### config.mk
export PLATFORM = sky130hd
export DESIGN_NAME = clock_time_setter
export DESIGN_NICKNAME = d
export VERILOG_FILES = /design/src/rtl/clock_pkg.sv /design/src/rtl/clock_time_setter_rise_detect.sv /design/src/rtl/clock_time_setter.sv
export SDC_FILE = /design/constraint.sdc
export NUM_CORES = 1
export LEC_CHECK = 0
export BUFFER_PORTS_ARGS = -buffer_cell sky130_fd_sc_hd__buf_2
export CORE_ASPECT_RATIO = 0.6
export CORE_UTILIZATION = 31
export DETAILED_ROUTE_END_ITERATION = 10
export GPL_TIMING_DRIVEN = 0
export SYNTH_ARGS = -nofsm -noshare
export SYNTH_HDL_FRONTEND = slang
export SYNTH_HIERARCHICAL = 1
export SYNTH_SLANG_ARGS = --single-unit
### constraint.sdc
create_clock -name clk -period 2.2 [get_ports clk]
set_input_delay 0.44 -clock clk [delete_from_list [all_inputs] [get_ports clk]]
set_output_delay 0.44 -clock clk [all_outputs]
set_load 0.05 [all_outputs]
### src/rtl/clock_pkg.sv
// Shared definitions for the clock time-setting block: FSM encoding, field
// select codes, default field limits and the wrap-around step helper.
package clock_pkg;

  typedef enum logic [2:0] {
    ST_IDLE     = 3'd0,
    ST_SET_HOUR = 3'd1,
    ST_SET_MIN  = 3'd2,
    ST_SET_SEC  = 3'd3,
    ST_COMMIT   = 3'd4
  } state_t;

  localparam logic [1:0] FIELD_NONE = 2'b00;
  localparam logic [1:0] FIELD_HOUR = 2'b01;
  localparam logic [1:0] FIELD_MIN  = 2'b10;
  localparam logic [1:0] FIELD_SEC  = 2'b11;

  localparam int DEF_MAX_SEC  = 59;
  localparam int DEF_MAX_HOUR = 23;

  // Opposing up/down requests cancel so the field is left untouched.
  function automatic int wrap_step(int val, int max, logic up, logic down);
    if (up && !down) return (val >= max) ? 0 : val + 1;
    if (down && !up) return (val == 0) ? max : val - 1;
    return val;
  endfunction

endpackage

### src/rtl/clock_time_setter_rise_detect.sv
// One-cycle rising-edge detector for a synchronous, debounced level input.
module rise_detect (
  input  logic clk,
  input  logic rst_a_n,
  input  logic in,
  output logic rise
);

  logic prev;

  always_ff @(posedge clk or negedge rst_a_n) begin
    if (!rst_a_n) prev <= 1'b0;
    else          prev <= in;
  end

  assign rise = in & ~prev;

endmodule

### src/rtl/clock_time_setter.sv
// Button-driven HH:MM:SS setter: shadows the live time on entry, lets the user
// step and adjust hour/min/sec, then strobes load with the new values on exit.
module clock_time_setter
  import clock_pkg::*;
#(
  parameter int SEC_W     = 6,
  parameter int HOUR_W    = 5,
  parameter int MAX_SEC   = DEF_MAX_SEC,
  parameter int MAX_HOUR  = DEF_MAX_HOUR,
  parameter int BLINK_DIV = 25_000_000
) (
  input  logic              clk,
  input  logic              rst_a_n,
  input  logic              set_mode,
  input  logic              btn_next,
  input  logic              btn_up,
  input  logic              btn_down,
  input  logic [SEC_W-1:0]  cur_sec,
  input  logic [SEC_W-1:0]  cur_min,
  input  logic [HOUR_W-1:0] cur_hour,
  output logic [SEC_W-1:0]  set_sec,
  output logic [SEC_W-1:0]  set_min,
  output logic [HOUR_W-1:0] set_hour,
  output logic              load,
  output logic              setting,
  output logic [1:0]        field_sel,
  output logic              blink,
  output logic [2:0]        fsm_state
);

  localparam int BLINK_W = (BLINK_DIV > 1) ? $clog2(BLINK_DIV) : 1;

  state_t             state;
  logic               mode_rise, next_rise, up_rise, down_rise;
  logic               in_set;
  logic [BLINK_W-1:0] blink_cnt;

  rise_detect u_mode (.clk(clk), .rst_a_n(rst_a_n), .in(set_mode), .rise(mode_rise));
  rise_detect u_next (.clk(clk), .rst_a_n(rst_a_n), .in(btn_next), .rise(next_rise));
  rise_detect u_up   (.clk(clk), .rst_a_n(rst_a_n), .in(btn_up),   .rise(up_rise));
  rise_detect u_down (.clk(clk), .rst_a_n(rst_a_n), .in(btn_down), .rise(down_rise));

  assign fsm_state = state;

  always_ff @(posedge clk or negedge rst_a_n) begin
    if (!rst_a_n) begin
      state     <= ST_IDLE;
      set_sec   <= '0;
      set_min   <= '0;
      set_hour  <= '0;
      load      <= 1'b0;
      setting   <= 1'b0;
      field_sel <= FIELD_NONE;
    end else begin
      load <= 1'b0;
      case (state)
        ST_IDLE: begin
          if (mode_rise) begin
            set_sec   <= cur_sec;
            set_min   <= cur_min;
            set_hour  <= cur_hour;
            state     <= ST_SET_HOUR;
            setting   <= 1'b1;
            field_sel <= FIELD_HOUR;
          end
        end
        ST_SET_HOUR, ST_SET_MIN, ST_SET_SEC: begin
          // Leaving set mode takes priority over any button edge this cycle.
          if (!set_mode) begin
            state     <= ST_COMMIT;
            load      <= 1'b1;
            setting   <= 1'b0;
            field_sel <= FIELD_NONE;
          end else begin
            case (state)
              ST_SET_HOUR: set_hour <= HOUR_W'(wrap_step(int'(set_hour), MAX_HOUR, up_rise, down_rise));
              ST_SET_MIN:  set_min  <= SEC_W'(wrap_step(int'(set_min), MAX_SEC, up_rise, down_rise));
              default:     set_sec  <= SEC_W'(wrap_step(int'(set_sec), MAX_SEC, up_rise, down_rise));
            endcase
            if (next_rise) begin
              case (state)
                ST_SET_HOUR: begin state <= ST_SET_MIN;  field_sel <= FIELD_MIN;  end
                ST_SET_MIN:  begin state <= ST_SET_SEC;  field_sel <= FIELD_SEC;  end
                default:     begin state <= ST_SET_HOUR; field_sel <= FIELD_HOUR; end
              endcase
            end
          end
        end
        ST_COMMIT: state <= ST_IDLE;
        default:   state <= ST_IDLE;
      endcase
    end
  end

  assign in_set = set_mode &&
                  (state == ST_SET_HOUR || state == ST_SET_MIN || state == ST_SET_SEC);

  always_ff @(posedge clk or negedge rst_a_n) begin
    if (!rst_a_n) begin
      blink_cnt <= '0;
      blink     <= 1'b0;
    end else if (!in_set) begin
      blink_cnt <= '0;
      blink     <= 1'b0;
    end else if (blink_cnt == BLINK_W'(BLINK_DIV - 1)) begin
      blink_cnt <= '0;
      blink     <= ~blink;
    end else begin
      blink_cnt <= blink_cnt + BLINK_W'(1);
    end
  end

endmodule

* After elaboration in Yosys (flattened, before gate mapping)
Index checks and enable logic that the tools add are counted.
** Word-level totals
- Register bits :: 54
- Input port bits :: 23
- Output and inout bits :: 25
- Logic and storage cells :: 139
** Operators by class
- Add/sub/neg operators :: 7
- Order comparisons :: 3
- Eq/ne operators :: 15
- Multiplexer cells :: 72
- Bitwise logic cells :: 9
- Reductions and logical operators :: 20
** Operator list (number)
- $mux 6 :: 18
- $mux 25 :: 2
- $mux 5 :: 9
- $mux 1 :: 29
- $add 25x1->25 const B :: 1
- $eq 25x25->1 const B :: 1
- $pmux 6 s2 :: 2
- $reduce_and 5->1 :: 3
- $add 6x1->6 const B :: 2
- $ge 6x6->1 const B :: 2
- $logic_not 6->1 :: 2
- $ne 2x2->1 const B :: 6
- $ne 3x3->1 const B :: 4
- $pmux 2 s2 :: 3
- $sub 6x1->6 const B :: 2
- $pmux 5 s2 :: 1
- $mux 3 :: 3
- $eq 3x2->1 const B :: 2
- $mux 2 :: 3
- $pmux 3 s2 :: 1
- $reduce_and 3->1 :: 2
- $add 5x1->5 const B :: 1
- $ge 5x5->1 const B :: 1
- $logic_not 5->1 :: 1
- other kinds (14) :: 25

* Logic depth before layout (Yosys ltp)
- Depth in word-level cells :: 17
- Depth in mapped cells :: 8
- Mapped depth without buffers :: 7

* By module
Netlist, hierarchy kept.
** By module, submodules not included
- clock_time_setter :: times used 1, cells each 414, area an instance 3542.1 um^2, sequential area each 1251.2 um^2
- rise_detect :: times used 4, cells each 2, area an instance 38.8 um^2, sequential area each 25.0 um^2

* Least setup slack after synthesis
No wires, ideal clock.
- Path type :: register to register
- Start point :: register set_min[0]
- End point :: register set_min[2]
- Library setup time :: 0.122 ns
- Arrival :: 1.974 ns
- Data required time :: 2.078 ns
- Setup slack :: 0.105 ns
- Stages on the path, launching flop included :: 7
- Path buffers :: 0
- Clock period less this slack :: 2.095 ns
- Cells stage by stage :: dfrtp_1 > inv_1 > ha_1 > or4b_2 > nand4_1 > nand3_1 > a32o_1
** On the way
- Cells in the longest elaborated chain, start to end :: 9
- Elaborated cells between the ends (all ways) :: 13
- Those cells by class :: add/sub (2); order compare (1); mux (9); reduce/logical (1)
** Ends and longest elaborated chain
- start: declaration :: line clock_time_setter.sv:22 : output logic [SEC_W-1:0] set_min,
- start signal: assignment :: line clock_time_setter.sv:60 : set_min <= cur_min;
- start signal: assignment :: line clock_time_setter.sv:77 : ST_SET_MIN: set_min <= SEC_W'(wrap_step(int'(set_min), MAX_SEC, up_rise, down_rise));
- $add 6x1->6 / $ge 6x6->1 (equally long branches) :: line clock_pkg.sv:23 : if (up && !down) return (val >= max) ? 0 : val + 1;
- $mux 6 (2 in a row) :: line clock_pkg.sv:23
- $mux 6 :: line clock_pkg.sv:24 : if (down && !up) return (val == 0) ? max : val - 1;
- $mux 6 :: line clock_pkg.sv:25 : return val;
- $mux 6 (*) :: line clock_pkg.sv:24
- $mux 6 (*) :: line clock_time_setter.sv:75 : case (state)
- $mux 6 (*) :: line clock_time_setter.sv:69 : if (!set_mode) begin
- $pmux 6 s2 (*) :: line clock_time_setter.sv:56 : case (state)
Every way passes the cells marked *; elsewhere a longest branch is shown, timed or not. The select of a mux whose other input is x is not followed.
A chain may end at the register's enable or synchronous reset.

* Worst setup path after layout
- Start point :: register u_up.prev
- End point :: register set_min[2]
** On the way
- Cells in the longest elaborated chain, start to end :: 11
- Elaborated cells between the ends (all ways) :: 23
- Those cells by class :: eq/ne (1); mux (16); bitwise (2); reduce/logical (4)
** Ends and longest elaborated chain
- start: declaration :: line clock_time_setter_rise_detect.sv:9 : logic prev;
- start signal: assignment :: line clock_time_setter_rise_detect.sv:13 : else prev <= in;
- $not 1->1 (*) :: line clock_time_setter_rise_detect.sv:16 : assign rise = in & ~prev;
- $and 1x1->1 (*) :: line clock_time_setter_rise_detect.sv:16
- net up_rise :: line clock_time_setter.sv:34 : logic mode_rise, next_rise, up_rise, down_rise;
- $logic_not 1->1 / $logic_and 1x1->1 (equally long branches) :: line clock_pkg.sv:24, clock_pkg.sv:23
- $logic_and 1x1->1 / $mux 1 (equally long branches) :: line clock_pkg.sv:24, clock_pkg.sv:23
- $mux 1 (on tied branches) :: line clock_pkg.sv:24, clock_time_setter.sv:75
- $mux 1 (on tied branches) :: line clock_pkg.sv:24, clock_time_setter.sv:69
- $mux 1 (on tied branches) :: line clock_time_setter.sv:75, clock_time_setter.sv:56
- $mux 1 / $mux 6 (equally long branches) :: line clock_time_setter.sv:69, clock_pkg.sv:24
- $mux 1 / $mux 6 (equally long branches) :: line clock_time_setter.sv:56, clock_time_setter.sv:75
- $ne 3x3->1 (no line) / $mux 6 (equally long branches)
- $reduce_and 5->1 (no line) / $pmux 6 s2 (equally long branches)
Mark *: on every way through the listed nets, which the timed path passes. The rest lies on a longest branch. The select of a mux whose other input is x is not followed.

==> flow_summary.toml <==
[outcome]
status = "finished clean"

[sta]
timing.fmax_mhz = 473
final_hold_viol_count = 0
slew_headroom_pct = 51.5
worst_slew_pin_slew_ps = 728
rsz0062_at_grt = "false"
slew_viol_final = 0
finClkSkew_ps = 5.38
setup_viol = 0
fin_crit_sh_pct = 96.0
min_period_ps = 2110

[power_and_ir_drop]
seqPwrFrac_pct = 30.3
p_comb_share_pct = 48.3
p_per_area_nw_per_um2 = 1020
vdd_ir_drop_max_v = 0.000354
p_sw_mw = 2.06
p_int_mw = 2.37
swShare_pct = 46.5
clockPowerShare_pct = 21.3
power_leakage_nw = 1.73

[die]
pin_count = 48
dieArea_um2 = 12400
coreArea_um2 = 11400
die_w_um = 143
row_count = 30
initial_utilization_pct = 32.3
dieHeight_um = 86.6

[placement]
gp_congestion = 0.930
dp.cells = 629
port_buffers = 47
hpwl_um = 7560

[logic_synthesis]
async_flop_share_pct = 100
yosysSeqAreaShare_pct = 36.5
netlist.area_leader.share_pct = 36.5
synth_edf_count = 0
synthFlopType = "dfrtp_1"
synth_area_um2 = 3700
netlist_top_cells_area = "dfrtp_1 37%, o21ai_0 4.9%, ha_1 3.7%, a21oi_1 3.1%, nor2_1 2.9%"
ys_ff_latch = 54
synth.distinct_cells = 61
synth_top_area_cell = "dfrtp_1"
synth_nets = 456
syn_inst = 422
yosys_warnings = 6
synth.avg_cell_area_um2 = 8.76

[clock_network]
cts_max_level = 2
cts_tree = "done"
cts_made_buffers = 5
clock-sinks = 54
worstSkewPairLatency_ps = 300
cts_root_buf = "clkbuf_16"
cts_buffer_depth = 2
clk_pin_slew_worst_paths_ps = 70

[worst_setup_path]
critical_path_class = "flip-flop to flip-flop"
end_kind = "flip-flop"
cp.required_ps = 2380
crit_slowest_cell = "dfrtp_1"
cp_max_fo = 10
cp_data_arrival_time_ps = 2300
slowest_delay_ps = 410
crit_chain = "nor2b_4, inv_1, ha_1, nand3b_1, a211oi_4, buf_4, o31ai_1, a32o_1"
critPathLaunchType = "flip-flop"

[final_layout]
antennaDiodeCount = 0
finish.utilization_pct = 38.1
final_cell_count_no_fill = 639
fin_nets = 513
area.growth.synth_to_final_pct = 18.0
drive_above_1_share_pct = 20.0

[drt]
ant_nets = 0
drc = 0
drtPass1Iterations = 5
drt-total-wl_um = 10400
viasPerCell = 5.53
vias = 3534
first_iter_violations = 384
wl_per_cell_um = 16.3

[grt]
grt_max_degree = 55
antenna_found_initial = 0
grt_pass1_wl_um = 16900
overflow = 0
grt_pass1_vias = 3239
grt_usage_pct = 17.6

[worst_hold_path]
min_path_type = "input pin to asynchronous set/reset pin"

[job]
maxCapViolations = 0
## synthesized netlist by cell type, drive strengths merged (7+ instances only)
master / count
nor2b: 10
dfrtp: 54
or4: 7
nand3: 14
clkbuf: 20
a21oi: 24
and2: 7
nand4: 12
nor2: 29
buf: 11
a32o: 7
o21ai: 37
o31ai: 12
inv: 18
o22ai: 8
ha: 11
nand2: 22
xor2: 9
nand2b: 14
or3: 7
## through the flow
| step | hold WS [ps] | setup TNS, ps | area [um^2] | total power, mW | setup WS (ps) |
|---|---|---|---|---|---|
| 2_1_floorplan | 144 | 0 | 3700 | 2.90 | 105 |
| 3_3_place_gp | 436 | -3580 | 4130 | 3.41 | -463 |
| 3_5_place_dp | 442 | -4160 | 4130 | 3.44 | -484 |
| 4_1_cts | 252 | 0 | 4320 | 4.41 | 4.30 |
| 5_1_grt | 246 | 0 | 4360 | 4.69 | 2.37 |
| 6_report | 188 | 0 | 4360 | 4.43 | 87.5 |
## final timing paths
kind                       cells past startpoint          from           end  slack (ps)
max                                            8     u_up/prev    set_min[2]          90
min                                            1       rst_a_n    set_min[1]         190
max reg2reg                                    8     u_up/prev    set_min[2]          90
min reg2reg                                    1  blink_cnt[0]  blink_cnt[0]         450
max in group asynchronous                      1       rst_a_n   u_down/prev        1520
min in group clk                               1        btn_up     u_up/prev         260
## critical path, delay by kind of cell, from the launching register on
| family | cells | cell delay (ps) |
|---|---|---|
| AND/OR/NAND/NOR | 2 | 350 |
| buffers and inverters | 2 | 270 |
| flip-flops | 1 | 410 |
| AO/OA/AOI/OAI | 3 | 630 |
| adder cells (fa/ha/maj) | 1 | 340 |
## cell type report
class / count / area (um^2)
clock buffers: 6 / 139
flip-flops and latches: 54 / 1350
clock inverters: 1 / 30.0
fillers: 1151 / 7080
well taps: 160 / 200
plain buffers: 31 / 141
multi-input cells: 319 / 2170
inverters: 18 / 67.6
repair buffers: 50 / 260
## cells in the final DEF, fill, tap and decap left out, drive strengths merged, types with 3 or more instances in the layout
cell,instances
o211ai,3
or3,7
nand2,22
nor3,6
o311ai,3
nor4,3
xnor2,6
nand3,14
nor3b,4
nor2,29
ha,11
and4,3
mux2,4
nor2b,10
inv,18
buf,61
nand3b,5
a32o,7
a211oi,4
and2,7
o21ai,37
o21a,6
clkbuf,26
a21oi,24
a21boi,3
nand4,12
o22ai,8
or4,7
nand2b,14
o31a,4
xor2,9
a31oi,4
o31ai,12
dfrtp,54
## logic make-up after synthesis
group                    share of synthesized area [%]
AO/OA/AOI/OAI                                     24.5
XOR/XNOR                                          3.55
adder cells (fa/ha/maj)                           3.72
buffers and inverters                             5.41
flip-flops                                        36.5
multiplexers                                      1.76
AND/OR/NAND/NOR                                   24.5
## repair_timing
action | in CTS | in global routing
hold buffers | 0 | 0
setup buffers | 0 | 3
pin swaps | 0 | 2
endpoints found under the setup margin | 15 | 9
resized for setup | 7 | 7
## routing by layer
layer / wire, um / part of all wire [%] / track usage [%]
met4: 123 / 1.2 / 4.40
met2: 4200 / 40 / 24.4
met3: 1050 / 10 / 5.14
met1: 5060 / 48 / 26.1
met5: 0 / 0 / 0
## sequential cells by signal, summed over array words and instances (netlist names)
register,flops
u_next/prev,1
load,1
blink,1
set_sec,6
fsm_state,3
set_min,6
u_up/prev,1
u_mode/prev,1
setting,1
set_hour,5
blink_cnt,25
u_down/prev,1
field_sel,2
## power groups by stage
| stage | combinational [mW] | sequential [mW] | clock (mW) |
|---|---|---|---|
| floorplan | 1.05 | 1.86 | 0 |
| global placement | 2.05 | 1.35 | 0 |
| detailed placement | 2.08 | 1.36 | 0 |
| CTS | 2.10 | 1.34 | 0.971 |
| global route | 2.31 | 1.37 | 1.01 |
| finish | 2.14 | 1.34 | 0.946 |
(Power assumes the default switching activity.)
